--- src/rtl/diferencial_emisor_carriles.sv ---
// ---------------------------------------------------------------------------
// diferencial_emisor_carriles
//
// Multi-lane differential transmitter with sequenced electrical-idle handling.
// Each lane drives a true/complement pair from its serial data bit. A
// four-state machine enforces a minimum idle dwell, plays an alternating
// exit preamble before going active, and plays a fixed closing pattern
// before re-entering idle.
//
// Optional feature macro: POLARIDAD_INVERTIBLE_EN
//   When defined, the polaridad port exists and any lane with polaridad[i]=1
//   has its P/N legs swapped outside IDLE.
//
// Ports:
//   clk        in   rising-edge clock
//   rst        in   synchronous active-high reset (priority over enb)
//   enb        in   enable; low holds state, counter and outputs
//   TxElecIdle in   electrical-idle request
//   entrada    in   [CARRILES] serial data bit per lane
//   polaridad  in   [CARRILES] per-lane leg swap (macro only)
//   salidaP    out  [CARRILES] true leg per lane (registered)
//   salidaN    out  [CARRILES] complement leg per lane (registered)
//   enIdle     out  high while the state is IDLE (registered)
//   listo      out  high while the state is ACTIVO (registered)
// ---------------------------------------------------------------------------
module diferencial_emisor_carriles #(
  parameter int CARRILES     = 4,
  parameter int ESTANCIA_MIN = 8,
  parameter int PREAMBULO    = 4,
  parameter int CIERRE       = 2
) (
  input  logic                clk,
  input  logic                rst,
  input  logic                enb,
  input  logic                TxElecIdle,
  input  logic [CARRILES-1:0] entrada,
`ifdef POLARIDAD_INVERTIBLE_EN
  input  logic [CARRILES-1:0] polaridad,
`endif
  output logic [CARRILES-1:0] salidaP,
  output logic [CARRILES-1:0] salidaN,
  output logic                enIdle,
  output logic                listo
);

  localparam int MAX_AB = (ESTANCIA_MIN > PREAMBULO) ? ESTANCIA_MIN : PREAMBULO;
  localparam int MAX_V  = (MAX_AB > CIERRE) ? MAX_AB : CIERRE;
  localparam int CW     = $clog2(MAX_V + 1);

  localparam logic [CW-1:0] C_EST     = CW'(ESTANCIA_MIN);
  localparam logic [CW-1:0] C_PRE_ULT = CW'(PREAMBULO - 1);
  localparam logic [CW-1:0] C_CIE_ULT = CW'(CIERRE - 1);

  typedef enum logic [1:0] {
    IDLE    = 2'd0,
    SALIDA  = 2'd1,
    ACTIVO  = 2'd2,
    ENTRADA = 2'd3
  } estado_t;

  estado_t             r_est;
  estado_t             w_est_sig;
  logic [CW-1:0]       r_cnt;
  logic [CW-1:0]       w_cnt_sig;
  logic [CW-1:0]       w_idle_inc;
  logic [CARRILES-1:0] w_p;
  logic [CARRILES-1:0] w_n;
  logic [CARRILES-1:0] w_p_fin;
  logic [CARRILES-1:0] w_n_fin;
  logic [CARRILES-1:0] r_p;
  logic [CARRILES-1:0] r_n;
  logic                r_idle;
  logic                r_listo;

  // The IDLE dwell counter saturates so a long TxElecIdle request cannot wrap it.
  assign w_idle_inc = (r_cnt == C_EST) ? r_cnt : r_cnt + CW'(1);

  // Next-state and next-counter logic.
  always_comb begin
    w_est_sig = r_est;
    w_cnt_sig = r_cnt;
    case (r_est)
      IDLE: begin
        // Compare the incremented count so the dwell is exactly ESTANCIA_MIN cycles.
        if (!TxElecIdle && (w_idle_inc == C_EST)) begin
          w_est_sig = SALIDA;
          w_cnt_sig = {CW{1'b0}};
        end else begin
          w_cnt_sig = w_idle_inc;
        end
      end
      SALIDA: begin
        // The idle request is only looked at once the preamble is complete.
        if (r_cnt == C_PRE_ULT) begin
          w_est_sig = TxElecIdle ? ENTRADA : ACTIVO;
          w_cnt_sig = {CW{1'b0}};
        end else begin
          w_cnt_sig = r_cnt + CW'(1);
        end
      end
      ACTIVO: begin
        if (TxElecIdle) begin
          w_est_sig = ENTRADA;
          w_cnt_sig = {CW{1'b0}};
        end else begin
          w_cnt_sig = r_cnt;
        end
      end
      ENTRADA: begin
        if (r_cnt == C_CIE_ULT) begin
          w_est_sig = IDLE;
          w_cnt_sig = {CW{1'b0}};
        end else begin
          w_cnt_sig = r_cnt + CW'(1);
        end
      end
      default: begin
        w_est_sig = IDLE;
        w_cnt_sig = {CW{1'b0}};
      end
    endcase
  end

  // Lane pattern derived from the next state so the output register lines up with it.
  always_comb begin
    w_p = {CARRILES{1'b0}};
    w_n = {CARRILES{1'b0}};
    case (w_est_sig)
      IDLE: begin
        w_p = {CARRILES{1'b0}};
        w_n = {CARRILES{1'b0}};
      end
      SALIDA: begin
        // Even preamble cycles drive P high; the first preamble cycle has count 0.
        if (w_cnt_sig[0] == 1'b0) begin
          w_p = {CARRILES{1'b1}};
          w_n = {CARRILES{1'b0}};
        end else begin
          w_p = {CARRILES{1'b0}};
          w_n = {CARRILES{1'b1}};
        end
      end
      ACTIVO: begin
        w_p = entrada;
        w_n = ~entrada;
      end
      ENTRADA: begin
        w_p = {CARRILES{1'b0}};
        w_n = {CARRILES{1'b1}};
      end
      default: begin
        w_p = {CARRILES{1'b0}};
        w_n = {CARRILES{1'b0}};
      end
    endcase
  end

`ifdef POLARIDAD_INVERTIBLE_EN
  // Swapping the legs of a lane is a no-op in IDLE because both legs are 0 there.
  assign w_p_fin = (w_p & ~polaridad) | (w_n & polaridad);
  assign w_n_fin = (w_n & ~polaridad) | (w_p & polaridad);
`else
  assign w_p_fin = w_p;
  assign w_n_fin = w_n;
`endif

  // State, counter and registered outputs; enb low freezes everything.
  always_ff @(posedge clk) begin
    if (rst) begin
      r_est   <= IDLE;
      r_cnt   <= {CW{1'b0}};
      r_p     <= {CARRILES{1'b0}};
      r_n     <= {CARRILES{1'b0}};
      r_idle  <= 1'b1;
      r_listo <= 1'b0;
    end else if (enb) begin
      r_est   <= w_est_sig;
      r_cnt   <= w_cnt_sig;
      r_p     <= w_p_fin;
      r_n     <= w_n_fin;
      r_idle  <= (w_est_sig == IDLE);
      r_listo <= (w_est_sig == ACTIVO);
    end
  end

  assign salidaP = r_p;
  assign salidaN = r_n;
  assign enIdle  = r_idle;
  assign listo   = r_listo;

endmodule

--- config.mk ---
export PLATFORM = sky130hd
export DESIGN_NAME = diferencial_emisor_carriles
export DESIGN_NICKNAME = d
export VERILOG_FILES = /design/src/rtl/diferencial_emisor_carriles.sv
export SDC_FILE = /design/constraint.sdc
export NUM_CORES = 1
export LEC_CHECK = 0
export CELL_PAD_IN_SITES_DETAIL_PLACEMENT = 2
export CELL_PAD_IN_SITES_GLOBAL_PLACEMENT = 2
export CORE_MARGIN = 2
export CORE_UTILIZATION = 34
export CTS_BUF_LIST = sky130_fd_sc_hd__clkbuf_8
export DETAILED_ROUTE_END_ITERATION = 16
export PLACE_DENSITY = 0.84
export SETUP_SLACK_MARGIN = 0.1
export SYNTH_ARGS = -nofsm -noshare
export SYNTH_HDL_FRONTEND = slang
export SYNTH_SLANG_ARGS = --single-unit
--- constraint.sdc ---
create_clock -name clk -period 3.1 [get_ports clk]
set_clock_uncertainty 0.1 [all_clocks]
set_input_delay 0.62 -clock clk [delete_from_list [all_inputs] [get_ports clk]]
set_output_delay 0.62 -clock clk [all_outputs]
set_load 0.01 [all_outputs]
# Word-level counts from Yosys, hierarchy flattened
# Index checks and enable logic that the tools add are counted.
[classes]
n_addsub = 1
n_eq_ne = 11
n_mux = 16
bitwise = 1
reduce_logical = 6
[op_table]
columns = ["operator", "n"]
rows = [
  ["$pmux W4 S4", 2],
  ["$mux W4", 7],
  ["$pmux W4 S3", 1],
  ["$eq A2 B2 Y1 const B", 4],
  ["$eq A4 B4 Y1 const B", 2],
  ["$mux W2", 4],
  ["$pmux W2 S4", 1],
  ["$add A4 B1 Y4 const B", 1],
  ["$eq A2 B1 Y1 const B", 2],
  ["$eq A4 B1 Y1 const B", 1],
  ["$eq A4 B2 Y1 const B", 1],
  ["$logic_not A2 Y1", 2],
  ["$not A4 Y4", 1],
  ["$ne A2 B2 Y1 const B", 1],
  ["$reduce_and A2 Y1", 1],
  ["$reduce_or A2 Y1", 1],
  ["$logic_and A1 B1 Y1", 1],
  ["$logic_not A1 Y1", 1],
  ["$mux W1", 1],
]
[totals]
reg_bits = 16
inputBits = 8
out_inout_bits = 10
elab_cells = 42

# Logic depth before layout (Yosys ltp)
[logic_depth]
depth_word = 9
depth_mapped = 7

# Worst setup path before layout
# Ideal clock, no wire load.
[synth_path]
kind = "reg-to-reg"
start = "register r_cnt[0]"
end = "register r_idle (netlist: enIdle)"
arrival_ns = 1.770
t_required_ns = 2.878
slack_ns = 1.108
stages_incl_launch_ff = 7
n_path_buf = 0
cell_sequence = "dfxtp_1 ha_1 nor2b_1 a2111oi_4 o2111a_2 nor2_2 a221o_1"
[synth_via]
elab_chain_len = 7
[synth_lines]
columns = ["element", "line_no", "source"]
rows = [
  ["from (decl)", "63", "logic [CW-1:0] r_cnt;"],
  ["from (signal assigned)", "171", "r_cnt <= {CW{1'b0}};"],
  ["from (signal assigned)", "178", "r_cnt <= w_cnt_sig;"],
  ["$add A4 B1 Y4 / $eq A4 B4 Y1 (equally long branches)", "76", "assign w_idle_inc = (r_cnt == C_EST) ? r_cnt : r_cnt + CW'(1);"],
  ["$mux W4", "76", ""],
  ["$eq A4 B4 Y1", "85", "if (!TxElecIdle && (w_idle_inc == C_EST)) begin"],
  ["$logic_and A1 B1 Y1", "85", ""],
  ["$mux W2", "85", ""],
  ["$pmux W2 S4 *", "82", "case (r_est)"],
  ["$logic_not A2 Y1 *", "181", "r_idle <= (w_est_sig == IDLE);"],
  ["to (signal assigned)", "181", ""],
  ["to (decl)", "72", "logic r_idle;"],
]
# Every way passes the cells marked *; elsewhere a longest branch is shown, timed or not.
# A chain may end at the register's enable or synchronous reset.

# Worst setup path after layout
[layout_path]
start = "input port TxElecIdle"
end = "register r_p[3] (netlist: salidaP[3])"
[layout_via]
elab_chain_len = 7
[layout_lines]
columns = ["element", "line_no", "source"]
rows = [
  ["from (decl)", "35", "input logic TxElecIdle,"],
  ["$logic_not A1 Y1", "85", ""],
  ["$logic_and A1 B1 Y1", "85", ""],
  ["$mux W2", "85", ""],
  ["$pmux W2 S4", "82", ""],
  ["$eq A2 B2 Y1 / $logic_not A2 Y1 (equally long branches)", "128", "case (w_est_sig)"],
  ["$reduce_or A2 Y1 (no source line)", "--", ""],
  ["$pmux W4 S3 *", "128", ""],
  ["to (signal assigned)", "172", "r_p <= {CARRILES{1'b0}};"],
  ["to (signal assigned)", "179", "r_p <= w_p_fin;"],
  ["to (decl)", "70", "logic [CARRILES-1:0] r_p;"],
]
# Every way passes the cells marked *; elsewhere a longest branch is shown, timed or not. The select of a mux whose other input is x is not followed.

==> flow_summary_export.csv <==
group,metric,value,unit
route,drt_iter0_drc,31,
clock_network,clock-sinks,16,
finish,finalNetCount,147,
critical_path,worst-setup-path-type,"primary input to flip-flop",
timing,hold_viol,0,
global_routing,grt_max_degree,15,
timing,fin_setup_tns,0,ps
global_routing,grt_pass1_vias,1111,
critical_path,cp_max_fo,4,
floorplanning,die_height,58.46,microns
timing,post-route-period-util,76.71,%
power_and_ir_drop,ir_drop,0.2066,mV
synthesis,seq_area_frac_synth,31.76,%
synthesis,synthArstFlopShare,0,%
synthesis,synth_flop_cell,"dfxtp_1",
critical_path,endpoint_kind,"flip-flop",
worst_hold_path,holdPathStages,2,
clock_network,cts.path.max_buffers,2,
synthesis,synth_edf_count,0,
critical_path,rr_worst_depth,5,
critical_path,arrival,2410,ps
clock_network,postCtsHoldBufs,0,
clock_network,cts_tree,"done",
timing,grt_setup_unrepaired,"no",
critical_path,critPathRequiredTime,3130,ps
synthesis,synthesis.instances,118,
global_routing,grt_use_total,22.72,%
floorplanning,ios,18,
timing,slew_violations,0,
placement,place.gp.congestion,0.8235,
timing,relSlewSlack,61.92,%
synthesis,ys_types,39,
worst_hold_path,hold_path.class,"flip-flop to flip-flop",
global_routing,grt_overflow,0,
floorplanning,die_width,58.46,microns
placement,dp_hpwl,2.532,mm
critical_path,r2r_end,"salidaN[3]$_SDFFE_PP0P_",
power_and_ir_drop,p_leak,0.4347,nW
clock_network,cts_buffers,3,
clock_network,root_buffer,"clkbuf_8",
finish,n_antenna_cell,0,
finish,layout_commonest_cell,"clkdlybuf4s50_1",
finish,regArea,320.3,sq um
synthesis,ys_ff_latch,16,
worst_hold_path,min_from,"salidaN[1]$_SDFFE_PP0P_",
route,vias_per_cell,6.012,
clock_network,cts_setup_buffers,0,
synthesis,syn_area,0.001008,sq mm
route,post_drt_wl_per_cell,20.70,microns
synthesis,synthTopCellsByArea,"dfxtp_1 (32%), nor2_1 (6.0%), nor2b_1 (4.3%), mux2i_1 (4.0%), o21ai_0 (4.0%)",
finish,fin_util,44.44,%
floorplanning,die-area,0.003418,sq mm
placement,postPlaceCellArea,0.001195,sq mm
timing,max_freq,0.4205,GHz
clock_network,insertion_delay,250,ps
finish,syn2layout_area_growth,22.58,%
global_routing,grt_pass1_wl,5.761,mm
finish,drive_above_1_share,11.19,%
synthesis,syn_avg_cell_area,8.546,sq um
timing,period_needed,2378,ps
finish,multi_input_area,639.4,sq um
critical_path,r2r_slack,820,ps
finish,fin_area,0.001236,sq mm
finish,layout_common_cells,"clkdlybuf4s50_1 (17), nor2_1 (16), dfxtp_1 (16)",
synthesis,yosysTopAreaCellShare,31.76,%
placement,portBuffers,17,
synthesis,syn-num-nets,129,
floorplanning,core-area,0.002781,sq mm
timing,worst_slew_pin_slew,569.5,ps
run,drv_cap,0,
floorplanning,initial_core_util,36.26,%
route,wl,3.416,mm
timing,setup_viol,0,
clock_network,cts_resized,0,
clock_network,h-tree-depth,1,
status,status,"finished, final reports clean",
floorplanning,std_cell_rows,19,
route,drtAntennaViolNets,0,
route,drc,0,
power_and_ir_drop,powerDensity,384.1,mW/mm^2
synthesis,ys_warn_count,0,
synthesis,yosysTopAreaCell,"dfxtp_1",
route,drt-pass1-iter-count,5,
critical_path,cp-start-kind,"primary input",
finish,final.fill_count,321,
clock_network,clk_pin_slew,70,ps
route,vias,992,
critical_path,r2r-start,"r_est[0]$_SDFFE_PP0P_",
timing,fin_hold_ws,395.2,ps
worst_hold_path,hold_end,"salidaN[1]$_SDFFE_PP0P_",
global_routing,antenna_found_initial,0,
## logic make-up (layout without fill, tap and decap cells)
| group | after synthesis | count (layout) | synth area share [%] |
|---|---|---|---|
| AO/OA/AOI/OAI | 37 | 37 | 29.53 |
| adder cells (fa/ha/maj) | 3 | 3 | 3.722 |
| multiplexers | 5 | 5 | 5.087 |
| AND/OR/NAND/NOR | 47 | 47 | 25.06 |
| flip-flops | 16 | 16 | 31.76 |
| buffers and inverters | 10 | 26 | 4.838 |
## layer usage
| metal | global-route usage (%) | wire (microns) |
|---|---|---|
| met1 | 28.49 | 1494 |
| met2 | 39.81 | 1749 |
| met3 | 2.857 | 136 |
| met4 | 7.973 | 36 |
| met5 | 0 | 0 |
## through the flow
| stage | setup WS [ps] | std cells | power (mW) |
|---|---|---|---|
| after global placement | 712.0 | 162 | 0.3094 |
| final | 722.0 | 165 | 0.4748 |
| after detailed placement | 519.4 | 162 | 0.3130 |
| after CTS | 720.0 | 165 | 0.4783 |
| after floorplan | 1108 | 118 | 0.2753 |
| after global routing | 586.7 | 165 | 0.4945 |
## power breakdown
part	switching, mW	internal [mW]
logic	0.0458	0.0401
clock network	0.0777	0.0864
registers	0.0108	0.214
## worst max-delay path, cell delays in order
cell,delay (ps)
clkdlybuf4s50_1,480
nor2b_1,180
o21ai_0,420
o21ai_0,230
o21ai_1,360
o21ai_1,130
## worst max path at each step
stage | start | endpoint | slack (ps) | depth (start not counted)
floorplan | r_cnt[0]$_SDFFE_PP0P_ | enIdle$_SDFFE_PP1P_ | 1110 | 6
global placement | TxElecIdle | salidaP[0]$_SDFFE_PP0P_ | 710 | 6
detailed placement | TxElecIdle | salidaP[0]$_SDFFE_PP0P_ | 520 | 6
CTS | TxElecIdle | salidaP[0]$_SDFFE_PP0P_ | 720 | 6
global route | TxElecIdle | salidaP[2]$_SDFFE_PP0P_ | 590 | 6
finish | TxElecIdle | salidaP[3]$_SDFFE_PP0P_ | 720 | 6
## cell usage after synthesis (2+ instances only)
cell / count
ha_1: 3
buf_2: 3
nor2_1: 16
nor2b_1: 7
nand2b_1: 2
a21oi_1: 7
nand2_1: 4
inv_1: 5
mux2i_1: 4
nor3_1: 5
o21ai_0: 8
nor4_1: 4
o21a_1: 2
dfxtp_1: 16
a32oi_1: 4
o21ai_1: 5
## sequential cells by signal, summed over array words and instances (netlist names)
signal,cells
r_est,2
enIdle,1
salidaN,4
listo,1
salidaP,4
r_cnt,4
## area by class of cell
cell class,instances,area share [%]
clock buffer,3,3.340
multi-input combinational,92,51.72
inverter,5,1.518
tap,31,3.138
timing repair buffer,18,14.37
sequential,16,25.91
Note: power is estimated with default switching activity, not from simulation.
